--- src/rtl/clean_pkg.sv ---
// Shared types and constants for the range-hood self-clean countdown timer.
package clean_pkg;

  typedef enum logic [1:0] {
    ST_IDLE = 2'd0,
    ST_RUN  = 2'd1,
    ST_HOLD = 2'd2,
    ST_DONE = 2'd3
  } state_t;

  typedef logic [3:0] bcd_t;

  localparam logic [7:0]  SS_WRAP   = 8'h59;
  localparam logic [15:0] ZERO_TIME = 16'h0000;

endpackage

--- src/rtl/clean_timer_if.sv ---
// Control/status bundle between the keypad mode FSM (master) and the clean timer (slave).
interface clean_timer_if;

  logic        start_clean;
  logic [7:0]  dur_mm;
  logic [7:0]  dur_ss;
  logic        hold;
  logic        abort;
  logic        cleaning;
  logic        paused;
  logic [15:0] countdown;
  logic        done;

  modport master (
    output start_clean, dur_mm, dur_ss, hold, abort,
    input  cleaning, paused, countdown, done
  );

  modport slave (
    input  start_clean, dur_mm, dur_ss, hold, abort,
    output cleaning, paused, countdown, done
  );

endinterface

--- src/rtl/sec_tick.sv ---
// Prescaler producing one tick every CLK_HZ enabled cycles; phase is kept while en is low.
module sec_tick #(
  parameter int CLK_HZ = 100_000_000
) (
  input  logic clk,
  input  logic rst,
  input  logic clr,
  input  logic en,
  output logic tick
);

  localparam int              W   = $clog2(CLK_HZ);
  localparam logic [W-1:0]    TOP = W'(CLK_HZ - 1);

  logic [W-1:0] cnt;

  assign tick = en && (cnt == TOP);

  // Prescaler counter: clear on start, advance only when enabled, wrap on the tick.
  always_ff @(posedge clk) begin
    if (!rst) begin
      cnt <= '0;
    end else if (clr) begin
      cnt <= '0;
    end else if (en) begin
      cnt <= (cnt == TOP) ? '0 : cnt + 1'b1;
    end
  end

endmodule

--- src/rtl/clean_timer.sv ---
// Self-clean sequencer: loads a clamped BCD mm:ss duration and counts it down once per second.
module clean_timer
  import clean_pkg::*;
#(
  parameter int         CLK_HZ = 100_000_000,
  parameter logic [7:0] MAX_MM = 8'h99
) (
  input  logic          clk,
  input  logic          rst,
  clean_timer_if.slave  bus
);

  state_t      state, state_nxt;
  logic [15:0] cd, cd_nxt;
  logic [15:0] ld;
  logic        tick;
  logic        presc_clr;
  logic        presc_en;

  function automatic bcd_t sat_digit(bcd_t d);
    return (d > 4'd9) ? 4'd9 : d;
  endfunction

  // Digits saturate first so the MAX_MM compare is a valid BCD magnitude compare.
  function automatic logic [7:0] clamp_mm(logic [7:0] mm);
    logic [7:0] t;
    t = {sat_digit(mm[7:4]), sat_digit(mm[3:0])};
    return (t > MAX_MM) ? MAX_MM : t;
  endfunction

  // Whole-byte ceiling catches illegal tens digits; ones digit is saturated afterwards.
  function automatic logic [7:0] clamp_ss(logic [7:0] ss);
    logic [7:0] t;
    t = (ss > SS_WRAP) ? SS_WRAP : ss;
    return {t[7:4], sat_digit(t[3:0])};
  endfunction

  // One-second BCD decrement of mm:ss with seconds wrapping 00 -> 59.
  function automatic logic [15:0] bcd_dec(logic [15:0] t);
    bcd_t m1, m0, s1, s0;
    {m1, m0, s1, s0} = t;
    if (s0 != 4'd0) begin
      s0 = s0 - 4'd1;
    end else begin
      s0 = 4'd9;
      if (s1 != 4'd0) begin
        s1 = s1 - 4'd1;
      end else begin
        s1 = SS_WRAP[7:4];
        if (m0 != 4'd0) begin
          m0 = m0 - 4'd1;
        end else begin
          m0 = 4'd9;
          if (m1 != 4'd0) m1 = m1 - 4'd1;
        end
      end
    end
    return {m1, m0, s1, s0};
  endfunction

  assign ld       = {clamp_mm(bus.dur_mm), clamp_ss(bus.dur_ss)};
  assign presc_en = (state == ST_RUN);

  sec_tick #(.CLK_HZ(CLK_HZ)) u_sec_tick (
    .clk  (clk),
    .rst  (rst),
    .clr  (presc_clr),
    .en   (presc_en),
    .tick (tick)
  );

  // Next-state and countdown update; abort outranks hold, hold outranks the tick.
  always_comb begin
    state_nxt = state;
    cd_nxt    = cd;
    presc_clr = 1'b0;
    case (state)
      ST_IDLE: begin
        if (bus.start_clean) begin
          cd_nxt    = ld;
          presc_clr = 1'b1;
          state_nxt = (ld == ZERO_TIME) ? ST_DONE : ST_RUN;
        end
      end
      ST_RUN: begin
        if (bus.abort) begin
          state_nxt = ST_IDLE;
        end else if (bus.hold) begin
          state_nxt = ST_HOLD;
        end else if (tick) begin
          cd_nxt = bcd_dec(cd);
          if (cd == 16'h0001) state_nxt = ST_DONE;
        end
      end
      ST_HOLD: begin
        if (bus.abort) begin
          state_nxt = ST_IDLE;
        end else if (!bus.hold) begin
          state_nxt = ST_RUN;
        end
      end
      ST_DONE: begin
        state_nxt = ST_IDLE;
      end
      default: begin
        state_nxt = ST_IDLE;
      end
    endcase
  end

  // State and digit registers.
  always_ff @(posedge clk) begin
    if (!rst) begin
      state <= ST_IDLE;
      cd    <= ZERO_TIME;
    end else begin
      state <= state_nxt;
      cd    <= cd_nxt;
    end
  end

  assign bus.cleaning  = (state == ST_RUN) || (state == ST_HOLD);
  assign bus.paused    = (state == ST_HOLD);
  assign bus.done      = (state == ST_DONE);
  assign bus.countdown = cd;

endmodule

--- src/flat_wrapper.sv ---
// flat-port wrapper written by rule: the top's interface ports become plain ports
module clean_timer_flat import clean_pkg::*;
#(
  parameter int         CLK_HZ = 100_000_000,
  parameter logic [7:0] MAX_MM = 8'h99
)
  (clk, rst, bus_start_clean, bus_dur_mm, bus_dur_ss, bus_hold, bus_abort, bus_cleaning, bus_paused, bus_countdown, bus_done);
  clean_timer_if bus_i ();
  input  logic clk;
  input  logic rst;
  input wire logic [$bits(bus_i.start_clean)-1:0] bus_start_clean;
  input wire logic [$bits(bus_i.dur_mm)-1:0] bus_dur_mm;
  input wire logic [$bits(bus_i.dur_ss)-1:0] bus_dur_ss;
  input wire logic [$bits(bus_i.hold)-1:0] bus_hold;
  input wire logic [$bits(bus_i.abort)-1:0] bus_abort;
  output wire logic [$bits(bus_i.cleaning)-1:0] bus_cleaning;
  output wire logic [$bits(bus_i.paused)-1:0] bus_paused;
  output wire logic [$bits(bus_i.countdown)-1:0] bus_countdown;
  output wire logic [$bits(bus_i.done)-1:0] bus_done;
  assign bus_i.start_clean = bus_start_clean;
  assign bus_i.dur_mm = bus_dur_mm;
  assign bus_i.dur_ss = bus_dur_ss;
  assign bus_i.hold = bus_hold;
  assign bus_i.abort = bus_abort;
  assign bus_cleaning = bus_i.cleaning;
  assign bus_paused = bus_i.paused;
  assign bus_countdown = bus_i.countdown;
  assign bus_done = bus_i.done;
  clean_timer #(.CLK_HZ(CLK_HZ), .MAX_MM(MAX_MM)) u_core (.clk(clk), .rst(rst), .bus(bus_i));
endmodule
--- config.mk ---
export PLATFORM = sky130hd
export DESIGN_NAME = clean_timer_flat
export DESIGN_NICKNAME = d
export VERILOG_FILES = /design/src/rtl/clean_pkg.sv /design/src/rtl/clean_timer_if.sv /design/src/rtl/sec_tick.sv /design/src/rtl/clean_timer.sv /design/src/flat_wrapper.sv
export SDC_FILE = /design/constraint.sdc
export NUM_CORES = 1
export LEC_CHECK = 0
export ABC_AREA = 1
export BUFFER_PORTS_ARGS = -buffer_cell sky130_fd_sc_hd__buf_2
export CAP_MARGIN = 20
export CORE_MARGIN = 10
export CORE_UTILIZATION = 51
export CTS_BUF_LIST = sky130_fd_sc_hd__clkbuf_16
export DETAILED_ROUTE_END_ITERATION = 6
export PLACE_DENSITY = 0.75
export SLEW_MARGIN = 40
export SYNTH_ARGS = -nofsm -noshare
export SYNTH_HDL_FRONTEND = slang
export SYNTH_SLANG_ARGS = --single-unit
--- constraint.sdc ---
create_clock -name clk -period 1.8 [get_ports clk]
set_clock_uncertainty 0.15 [all_clocks]
set_input_delay 0.18 -clock clk [delete_from_list [all_inputs] [get_ports clk]]
set_output_delay 0.18 -clock clk [all_outputs]
set_load 0.01 [all_outputs]
==> metrics.md <==
| Metric | Value |
|---|---|
| CTS root buffer | clkbuf_16 |
| Final count of negative-setup-slack endpoints | 1 |
| Initial DRC count | between 100 and 150 |
| Placeable core region | 5610 um^2 |
| Total half-perimeter wirelength after legalization and detailed placement | 6.07 mm |
| Clock tree from TritonCTS | yes |
| Total global routing overflow | 0 |
| Net total in the final layout | approximately 580 |
| Period utilisation layout | 100% |
| Violated checks | negative setup slack |
| Cell area after synthesis | 2990 um^2 |
| Effective utilization at floorplan | 53.3% |
| Synthesized-area fraction occupied by xor and xnor cells | 4.40% |
| Worst slack, placed | -0.00580 ns |
| Pre-Repair DR Iteration Count | 4 |
| Simple-gate portion of the synthesized area | 44.4% |
| Die width | approximately 97 um |
| Arrival time of data at the critical path endpoint | between 1.5 and 2 ns |
| Run status | finished with violations |
| Placed instance count | 606 |
| Fin. Hold Viols | 0 |
| Ports placed on the boundary | 40 |
| Die Area | approximately 9300 um^2 |
| Compound-cell area share of the yosys netlist | 8.04% |
| Cell-by-cell trace of the critical path | inv_2 > buf_4 > ha_2 > nand2_1 > a21oi_4 > nand2_8 > clkinv_8 > nand2_8 > nand2_2 > nand2_2 > nor2_1 |
| Slowest-stage cell, CP | dfxtp_2 |
| Detailed-route via count | 3,227 |
| Clock slew at reported path FFs | 0.06 ns |
| Bufs on Longest Clock Path | 2 |
| Largest incremental delay on the critical path | between 0.3 and 0.4 ns |
| Antenna violations before repair | 0 |
| Average via count per standard cell | 5.20 |
| Clock Sinks | 45 |
| Critical path fanouts, max | 8 |
| Count of unique library cells instantiated by Yosys | 42 |
| RSZ-0062 raised after global routing | true |
| GRT Util Overall | 18.1% |
| Classification of the worst-slack hold path | input port to flip-flop |
| Final standard cell count with taps included and fillers excluded | 620 |
| Max-Cap Viols | 0 |
| Fraction of layout instances using a drive strength above 1 | 23.5% |
| Global-route wire length before repair | 13.8 mm |
| Final WL | 8.19 mm |
| Final-report max-slew violation count | 0 |
| Multiplexer fraction of the synthesized cell area | less than 1% |
| Startpoint types | flip-flop |
| Final RePlAce weighted congestion | 0.916 |
| Type of destination of the critical path | flip-flop |
| Post-synthesis adder-cell area fraction | 2.93% |
| Clk Latency, worst-skew pair | 0.29 ns |
| Worst Setup Slack, final | -0.00240 ns |
| Number of standard-cell rows in the floorplan | 27 |
| Fill cell count | 518 |
| Cell leakage power | 1.73 nW |
| # DRC | 0 |
| Wire length per cell | 13.2 um |
| Remaining number of nets flagged by the antenna check after routing | 0 |
| Worst vdd ir | 0.956 mV |
| Flop2flop setup slack | -0.002 ns |
| Achievable Freq | around 0.55 GHz |
| Number of buffers added by the clock tree synthesis step | 5 |
| Slew margin rel. | 74.6% |
| Sequential-to-total area share from yosys stat | approximately 30% |
| Die outline height | 96.5 um |
| Min Clock Period, post-route | 1.80 ns |
| Number of global-route vias before repair | 3,120 |
| Antenna cell count | 0 |
| Worst Max-Slew Pin Slew | 0.378 ns |
| Flip-flop and latch count after synthesis | 45 |
| Avg Inst Size Synth | 6.26 um^2 |
| Area grow syn2layout | 25.9% |
| Worst Path Required | 1.88 ns |
| Power density cells | roughly 1300 nW/um^2 |
| Count of buffers from port buffering | 39 |
| Dominant combinational cell family by area after synthesis | simple AND/OR/NAND/NOR gates |
| Warnings, synthesis | 0 |
| Worst setup path category | flip-flop to flip-flop |
| H-tree depth reported by CTS | 2 |
| Pin count of the biggest net entering global routing | 17 |
| Top library cells by usage in the layout, fill and taps aside | 113 x nand2_1, 89 x nor2_1, 60 x inv_1 |
| Number of hold buffers added after CTS | 0 |
| Leading cell type in the layout, fill and taps excluded | nand2_1 |
| Cells after synthesis | 477 |
| Post-Syn Nets | 505 |
## cells in the mapped netlist, drive strengths merged
master    n  area share [%]
xnor2     1            0.29
o21a      1            0.25
dfxtp    45              30
nand3    24             4.4
o22ai     1            0.21
nor4      3            0.63
nand3b    1            0.25
buf       6             1.0
nor3     14             2.5
inv      63             7.9
a31oi     1            0.21
nand2   126              17
nor3b     2            0.67
a21o      1            0.25
ha        7             2.9
nor2    102              14
a31o      1            0.29
xor2     14             4.1
clkbuf    4            0.50
mux2i     1            0.34
o221ai    1            0.29
nand4    19             4.4
o21ai    19             3.3
o21bai    2            0.50
or2       2            0.42
clkinv    1            0.29
o31ai     1            0.25
a21oi    14             2.5
## where the power goes
group          leakage [nW]  switching (W)  internal (W)
combinational          1.29        0.00168       0.00102
sequential            0.367       0.000167       0.00117
clock                0.0748       0.000396      0.000505
total                  1.73        0.00225       0.00270
## routing by layer
metal	vias up	share of wire, %	global-route usage, %
li1	1649	-	-
met1	1480	44	21.2
met2	80	49	31.5
met3	18	4.5	3.78
met4	0	2.1	6.90
met5	-	0	0
## area by class of cell
class                           instances  area [um^2]  share of cell area [%]
Clock buffer                            5          125                    3.33
Clock inverter                          3         13.8                   0.366
Inverter                               64          253                    6.72
Multi-Input combinational cell        358         1920                    51.1
Sequential cell                        45          906                    24.1
Tap cell                               72         90.1                    2.39
Timing Repair Buffer                   73          450                    12.0
## registers in the layout, indices dropped and copies added (netlist names)
register and cells:
u_core.state 2, u_core.u_sec_tick.cnt 27, u_core.bus.countdown 16
## cells by family after synthesis
| family | Yosys count |
|---|---|
| compound gates | 42 |
| xor+xnor | 15 |
| fa+ha+maj | 7 |
| buf+inv | 74 |
| flops | 45 |
| mux | 1 |
| simple gates | 293 |
## per-stage QoR
stage / util, % / area [um^2] / total power [W] / setup TNS (ns) / hold slack, ns
after floorplan: - / 2990 / 0.00288 / 0 / 0.243
after global placement: 61.3 / 3440 / 0.00353 / 0 / 0.318
after detailed placement: 61.3 / 3440 / 0.00359 / -0.00580 / 0.326
after CTS: 65.0 / 3640 / 0.00464 / -0.000417 / 0.0670
after global routing: 67.1 / 3760 / 0.00532 / -1.88 / 0.0833
final: 67.1 / 3760 / 0.00494 / -0.00240 / 0.0679
## repair_timing
| item | 4_1_cts | 5_1_grt |
|---|---|---|
| setup buffers | 1 | 5 |
| endpoints found under the setup margin | 10 | 42 |
| resized for setup | 13 | 22 |
| pin swaps | 5 | 15 |
## critical path: cells and delay by family, from the launching register on
kind                       cells  cell delay [ns]
buffers and inverters          3             0.28
DFF                            1             0.32
adders and majority gates      1             0.20
and+or+nand+nor                6             0.48
AOI/OAI and AO/OA              1             0.28
## final timing paths
check                                               from                                     end  depth (start not counted)
setup / recovery            u_core.state[1]$_SDFFE_PN0P_   u_core.bus.countdown[13]$_SDFFE_PN0P_                         11
hold reg to reg   u_core.u_sec_tick.cnt[25]$_SDFFE_PP0P_  u_core.u_sec_tick.cnt[25]$_SDFFE_PP0P_                          2
setup reg to reg            u_core.state[1]$_SDFFE_PN0P_   u_core.bus.countdown[13]$_SDFFE_PN0P_                         11
hold / removal                                       rst    u_core.bus.countdown[6]$_SDFFE_PN0P_                          3
(Power assumes the default switching activity.)
